**config.mk**
```make
export PLATFORM = sky130hd
export DESIGN_NAME = ysyx_22040125_mem_arbiter
export DESIGN_NICKNAME = d
export VERILOG_FILES = /design/src/rtl/ysyx_22040125_mem_arbiter.sv
export SDC_FILE = /design/constraint.sdc
export NUM_CORES = 1
export LEC_CHECK = 0
export ABC_CLOCK_PERIOD_IN_PS = 13200
export CAP_MARGIN = 40
export CORE_AREA = 2 2 213 215
export DETAILED_ROUTE_END_ITERATION = 10
export DIE_AREA = 0 0 215 217
export REMOVE_ABC_BUFFERS = 1
export SETUP_SLACK_MARGIN = 0.2
export SLEW_MARGIN = 20
export SYNTH_ARGS = -nofsm -noshare
export SYNTH_HDL_FRONTEND = slang
export SYNTH_SLANG_ARGS = --single-unit
```
**constraint.sdc**
```tcl
create_clock -name clk -period 13.2 [get_ports clk]
set_clock_uncertainty 0.05 [all_clocks]
set_input_delay 2.64 -clock clk [delete_from_list [all_inputs] [get_ports clk]]
set_output_delay 2.64 -clock clk [all_outputs]
set_load 0.02 [all_outputs]
```
**src/rtl/ysyx_22040125_mem_arbiter.sv**
```systemverilog
// ysyx_22040125_mem_arbiter
//   Shares the single memory bus port between instruction fetch (IF) and the load/store
//   unit (LSU). One requester owns the bus at a time. The granted transaction is latched
//   onto bus_* and held until bus_ack. Read data is returned to the owner with a one-cycle
//   rvalid pulse. LSU has priority, but after LSU_MAX consecutive LSU grants while IF waits,
//   IF is forced a grant. Fetch responses that arrive after a flush are dropped.
// Ports:
//   clk, rst                 clock, asynchronous active-high reset
//   if_req/if_addr/if_flush  fetch request, address, control-flow flush
//   if_rvalid/if_rdata       fetch response pulse and data
//   lsu_req/wen/addr/wdata/wmask  load/store request and payload
//   lsu_rvalid/lsu_rdata     access-complete pulse and load data
//   bus_req/wen/addr/wdata/wmask  registered bus transaction
//   bus_ack/bus_rdata        bus completion and read data
//   if_stall/lsu_stall       combinational stall requests to hazard control
module ysyx_22040125_mem_arbiter #(
  parameter int unsigned AW      = 64,
  parameter int unsigned DW      = 64,
  parameter int unsigned LSU_MAX = 4
) (
  input  logic            clk,
  input  logic            rst,
  input  logic            if_req,
  input  logic [AW-1:0]   if_addr,
  input  logic            if_flush,
  output logic            if_rvalid,
  output logic [DW-1:0]   if_rdata,
  input  logic            lsu_req,
  input  logic            lsu_wen,
  input  logic [AW-1:0]   lsu_addr,
  input  logic [DW-1:0]   lsu_wdata,
  input  logic [DW/8-1:0] lsu_wmask,
  output logic            lsu_rvalid,
  output logic [DW-1:0]   lsu_rdata,
  output logic            bus_req,
  output logic            bus_wen,
  output logic [AW-1:0]   bus_addr,
  output logic [DW-1:0]   bus_wdata,
  output logic [DW/8-1:0] bus_wmask,
  input  logic            bus_ack,
  input  logic [DW-1:0]   bus_rdata,
  output logic            if_stall,
  output logic            lsu_stall
);

  typedef enum logic [1:0] {StIdle, StBusyIf, StBusyLsu} state_e;

  localparam logic [3:0] LsuMax = 4'(LSU_MAX);

  state_e            state_q, state_d;
  logic [3:0]        streak_q, streak_d;
  logic              drop_q, drop_d;
  logic              bus_req_q, bus_req_d;
  logic              bus_wen_q, bus_wen_d;
  logic [AW-1:0]     bus_addr_q, bus_addr_d;
  logic [DW-1:0]     bus_wdata_q, bus_wdata_d;
  logic [DW/8-1:0]   bus_wmask_q, bus_wmask_d;
  logic              if_rvalid_q, if_rvalid_d;
  logic [DW-1:0]     if_rdata_q, if_rdata_d;
  logic              lsu_rvalid_q, lsu_rvalid_d;
  logic [DW-1:0]     lsu_rdata_q, lsu_rdata_d;
  logic              if_elig;

  // A flushed fetch is never worth starting.
  assign if_elig = if_req & ~if_flush;

  always_comb begin
    state_d      = state_q;
    streak_d     = streak_q;
    drop_d       = drop_q;
    bus_req_d    = bus_req_q;
    bus_wen_d    = bus_wen_q;
    bus_addr_d   = bus_addr_q;
    bus_wdata_d  = bus_wdata_q;
    bus_wmask_d  = bus_wmask_q;
    if_rvalid_d  = 1'b0;
    if_rdata_d   = if_rdata_q;
    lsu_rvalid_d = 1'b0;
    lsu_rdata_d  = lsu_rdata_q;

    case (state_q)
      StIdle: begin
        drop_d = 1'b0;
        if (lsu_req && (!if_elig || (streak_q < LsuMax))) begin
          state_d     = StBusyLsu;
          bus_req_d   = 1'b1;
          bus_wen_d   = lsu_wen;
          bus_addr_d  = lsu_addr;
          bus_wdata_d = lsu_wdata;
          bus_wmask_d = lsu_wmask;
          // Streak only measures how long a waiting fetch has been passed over; the
          // guard above keeps it at or below LsuMax.
          streak_d    = if_elig ? streak_q + 4'd1 : 4'd0;
        end else if (if_elig) begin
          state_d     = StBusyIf;
          bus_req_d   = 1'b1;
          bus_wen_d   = 1'b0;
          bus_addr_d  = if_addr;
          bus_wdata_d = '0;
          bus_wmask_d = '0;
          streak_d    = 4'd0;
        end else begin
          streak_d = 4'd0;
        end
      end

      StBusyIf: begin
        if (bus_ack) begin
          state_d     = StIdle;
          drop_d      = 1'b0;
          bus_req_d   = 1'b0;
          bus_wen_d   = 1'b0;
          bus_addr_d  = '0;
          bus_wdata_d = '0;
          bus_wmask_d = '0;
          // A flush in the ack cycle itself also kills the response.
          if (!(drop_q || if_flush)) begin
            if_rvalid_d = 1'b1;
            if_rdata_d  = bus_rdata;
          end
        end else if (if_flush) begin
          drop_d = 1'b1;
        end
      end

      StBusyLsu: begin
        if (bus_ack) begin
          state_d      = StIdle;
          bus_req_d    = 1'b0;
          bus_wen_d    = 1'b0;
          bus_addr_d   = '0;
          bus_wdata_d  = '0;
          bus_wmask_d  = '0;
          lsu_rvalid_d = 1'b1;
          lsu_rdata_d  = bus_rdata;
        end
      end

      default: state_d = StIdle;
    endcase
  end

  always_ff @(posedge clk or posedge rst) begin
    if (rst) begin
      state_q      <= StIdle;
      streak_q     <= 4'd0;
      drop_q       <= 1'b0;
      bus_req_q    <= 1'b0;
      bus_wen_q    <= 1'b0;
      bus_addr_q   <= '0;
      bus_wdata_q  <= '0;
      bus_wmask_q  <= '0;
      if_rvalid_q  <= 1'b0;
      if_rdata_q   <= '0;
      lsu_rvalid_q <= 1'b0;
      lsu_rdata_q  <= '0;
    end else begin
      state_q      <= state_d;
      streak_q     <= streak_d;
      drop_q       <= drop_d;
      bus_req_q    <= bus_req_d;
      bus_wen_q    <= bus_wen_d;
      bus_addr_q   <= bus_addr_d;
      bus_wdata_q  <= bus_wdata_d;
      bus_wmask_q  <= bus_wmask_d;
      if_rvalid_q  <= if_rvalid_d;
      if_rdata_q   <= if_rdata_d;
      lsu_rvalid_q <= lsu_rvalid_d;
      lsu_rdata_q  <= lsu_rdata_d;
    end
  end

  assign bus_req    = bus_req_q;
  assign bus_wen    = bus_wen_q;
  assign bus_addr   = bus_addr_q;
  assign bus_wdata  = bus_wdata_q;
  assign bus_wmask  = bus_wmask_q;
  assign if_rvalid  = if_rvalid_q;
  assign if_rdata   = if_rdata_q;
  assign lsu_rvalid = lsu_rvalid_q;
  assign lsu_rdata  = lsu_rdata_q;

  assign if_stall   = if_req & ~if_rvalid_q;
  assign lsu_stall  = lsu_req & ~lsu_rvalid_q;

endmodule
```
==> results by group <==
Floorplan
  • Die area: about 0.047 mm^2
  • Die Y: 217 um
  • Die width: between 200 and 250 um
  • Core area: 0.0447 mm^2
  • I/O pin cnt: 541
  • Initial Util: 25.9%
  • Cell Rows: 78

CTS
  • CTS tree: yes
  • Post-CTS Resized: 0
  • Htree depth: 1
  • Clock sink count: 275
  • Clock transition at the registers of the reported paths: 0.06 ns
  • Clock Latency Late Sink: 0.56 ns
  • Setup bufs post-CTS: 0
  • Clk buf depth: 3
  • Root Driver: clkbuf_16
  • Post-CTS Hold Buffers: 0
  • TritonCTS Buffers: 31

STA
  • RSZ-0062 raised after global routing: false
  • Number of hold violations in the final report: 0
  • Slew @ Worst Pin: 1.07 ns
  • Max Fclk: 0.151 GHz
  • Final slew viol count: 0
  • Tcrit/Tclk final: 50.3%
  • Fin Setup TNS: 0 ns
  • Final setup vio count: 0
  • Worst rel slew slack: 28.9%
  • Fin crit period: 6.64 ns

Global route
  • Vias in the first global route: 10200
  • GR Overflow Total: 0
  • Largest net degree at the start of global routing: 165
  • First-pass GRT wire length: 64400 um
  • Initial antenna violation count: 3
  • Gr usage total: 17.4%

Worst hold path
  • Hold_sp: streak_q[0]$_DFFE_PP0P_
  • Worst hold endpoint: streak_q[0]$_DFFE_PP0P_
  • Worst Hold Path Cells: 1
  • Hold crit path type: reg2reg

Finish
  • Most frequent cells in the layout: 539 x clkdlybuf4s50_1, 275 x dfrtp_1, 130 x o2111ai_1, 129 x mux2_2, 74 x a22o_1
  • Layout cells sized above 1: 15.6%
  • Multi-input gate area: 0.00403 mm^2
  • Commonest non-fill, non-tap cell in the layout: clkdlybuf4s50_1
  • Area growth, synth to finish: 62.0%
  • Final core utilization: 41.9%
  • Reg area: 0.00688 mm^2
  • Final nets: 1645
  • Fill cell count: 4300

Place
  • I/O Buffers: 540
  • Gp weighted congestion: 0.839
  • Hpwl dp: between 20000 and 30000 um

Setup path
  • Crit path max fanout: 3
  • RR Endpoint: bus_addr[7]$_DFFE_PP0P_
  • Worst Setup Path Type: in2out
  • WP data required: ~11 ns
  • Critical path endpoint category: output pin
  • Reg2reg setup slack: 10.21 ns
  • Crit Reg-Reg Startpoint: state_q[0]$_DFFE_PP0P_
  • Setup crit start kind: primary input
  • Worst R2R Path Depth: 7
  • Worst Path Arrival: 3.95 ns

Detailed routing
  • Post-DRT Antenna Nets: 0
  • Wire per inst: 21.2 um
  • DRT iter0 DRCs: 851
  • Via density: approximately 5
  • First-pass iteration count of the detailed router: 5
  • Routed Wire Length: 42300 um
  • DRC errors left: 0
  • Via count: 9855

Synth
  • Netlist cell types: 28
  • Seq/Total Area, Yosys: 59.5%
  • Post-synth EDFFs: 0
  • Top FF cell, synth: dfrtp_1
  • Cell Area, Synth: 0.0116 mm^2
  • Async S/R FF share, synth: 100%
  • Mapped Avg Cell Area: 13.3 um^2
  • Cells after synthesis: slightly below 900
  • Warnings, synthesis: 0
  • Synthesized flop and latch total: 275

Power and ir drop
  • Clock power frac: 20.1%
  • Flop pwr share: a little under a third
  • Sw Share: 37.7%
  • Power Internal: 2.87 mW
  • PwrDens: ~250 mW/mm^2
  • Combinational share of power: 48.9%
  • Peak VDD IR: 0.000144 V
  • Psw: 1.74 mW
  • Leak: 7.59 nW

Job
  • Max Cap Viol: 0

Run status
  • Status: completed
## cell type report
cell class                 count  area share [%]
timing repair buffer         560            30.4
inverter                      70            1.44
tap                          600            4.01
clock inverter                18            1.20
clock buffer                  40            4.70
sequential                   275            36.7
multi-input combinational    432            21.5
antenna                        1          0.0134
## sequential cells by signal (all words and copies together) (netlist names)
name and flops:
bus_addr 64, bus_wdata 64, if_rdata 64, lsu_rdata 64
bus_wmask 8, streak_q 4, state_q 2, bus_req 1
bus_wen 1, drop_q 1, if_rvalid 1, lsu_rvalid 1
## critical path: stages
cell             delay [ns]
clkdlybuf4s50_1        0.52
nor2b_1                0.16
clkdlybuf4s50_1        0.63
## synthesized netlist by cell type (4+ instances only)
| library cell | number | area share, % |
|---|---|---|
| dfrtp_1 | 275 | 60 |
| clkbuf_1 | 64 | 2.1 |
| buf_2 | 13 | 0.56 |
| nor2b_1 | 6 | 0.32 |
| o211ai_1 | 64 | 4.2 |
| buf_6 | 8 | 0.78 |
| ha_1 | 4 | 0.43 |
| o2111ai_1 | 130 | 9.8 |
| nor2_1 | 5 | 0.16 |
| buf_1 | 10 | 0.32 |
| inv_1 | 69 | 2.2 |
| a22o_1 | 74 | 5.6 |
| mux2_2 | 129 | 13 |
## how the worst max path moves through the flow
stage	from	to	slack [ns]	depth (start not counted)
floorplan	rst	bus_addr[0]$_DFFE_PP0P_	2.93	1
global placement	if_req	if_stall	6.57	3
detailed placement	if_req	if_stall	6.58	3
CTS	if_req	if_stall	6.57	3
global route	if_req	if_stall	6.51	3
finish	if_req	if_stall	6.56	3
## per-layer routing
metal  track usage, %  vias up  share of wire (%)
met5                0        -              0.062
met4             4.07        4                2.0
met3             6.62       58                 11
met2             28.4      486                 47
met1             21.8     4958                 40
li1                 -     4349                  -
## metrics by stage
step	setup WS [ns]	std cells	hold WS (ns)	power [mW]	instance area [um^2]
after floorplan	2.93	777	0.407	2.51	11100
after global placement	6.57	1930	0.424	3.63	17400
after detailed placement	6.58	1934	0.427	3.68	17500
after CTS	6.57	1992	0.435	4.64	18700
after global routing	6.51	1995	0.450	4.84	18700
final	6.56	1996	0.430	4.61	18700
## logic make-up after synthesis
logic type	share of synthesized area, %
adder cells (fa/ha/maj)	0.433
buffers and inverters	6.02
flip-flops	59.5
AO/OA/AOI/OAI	20.5
multiplexers	12.7
AND/OR/NAND/NOR	0.877
## power groups by stage
stage,Clock (mW),Combinational [mW],Sequential (mW)
5_1_grt,0.991,2.38,1.48
6_report,0.927,2.25,1.43
3_5_place_dp,0,2.24,1.43
3_3_place_gp,0,2.21,1.42
2_1_floorplan,0,0.637,1.88
4_1_cts,0.955,2.25,1.43
Power figures use the tool's default switching activity.
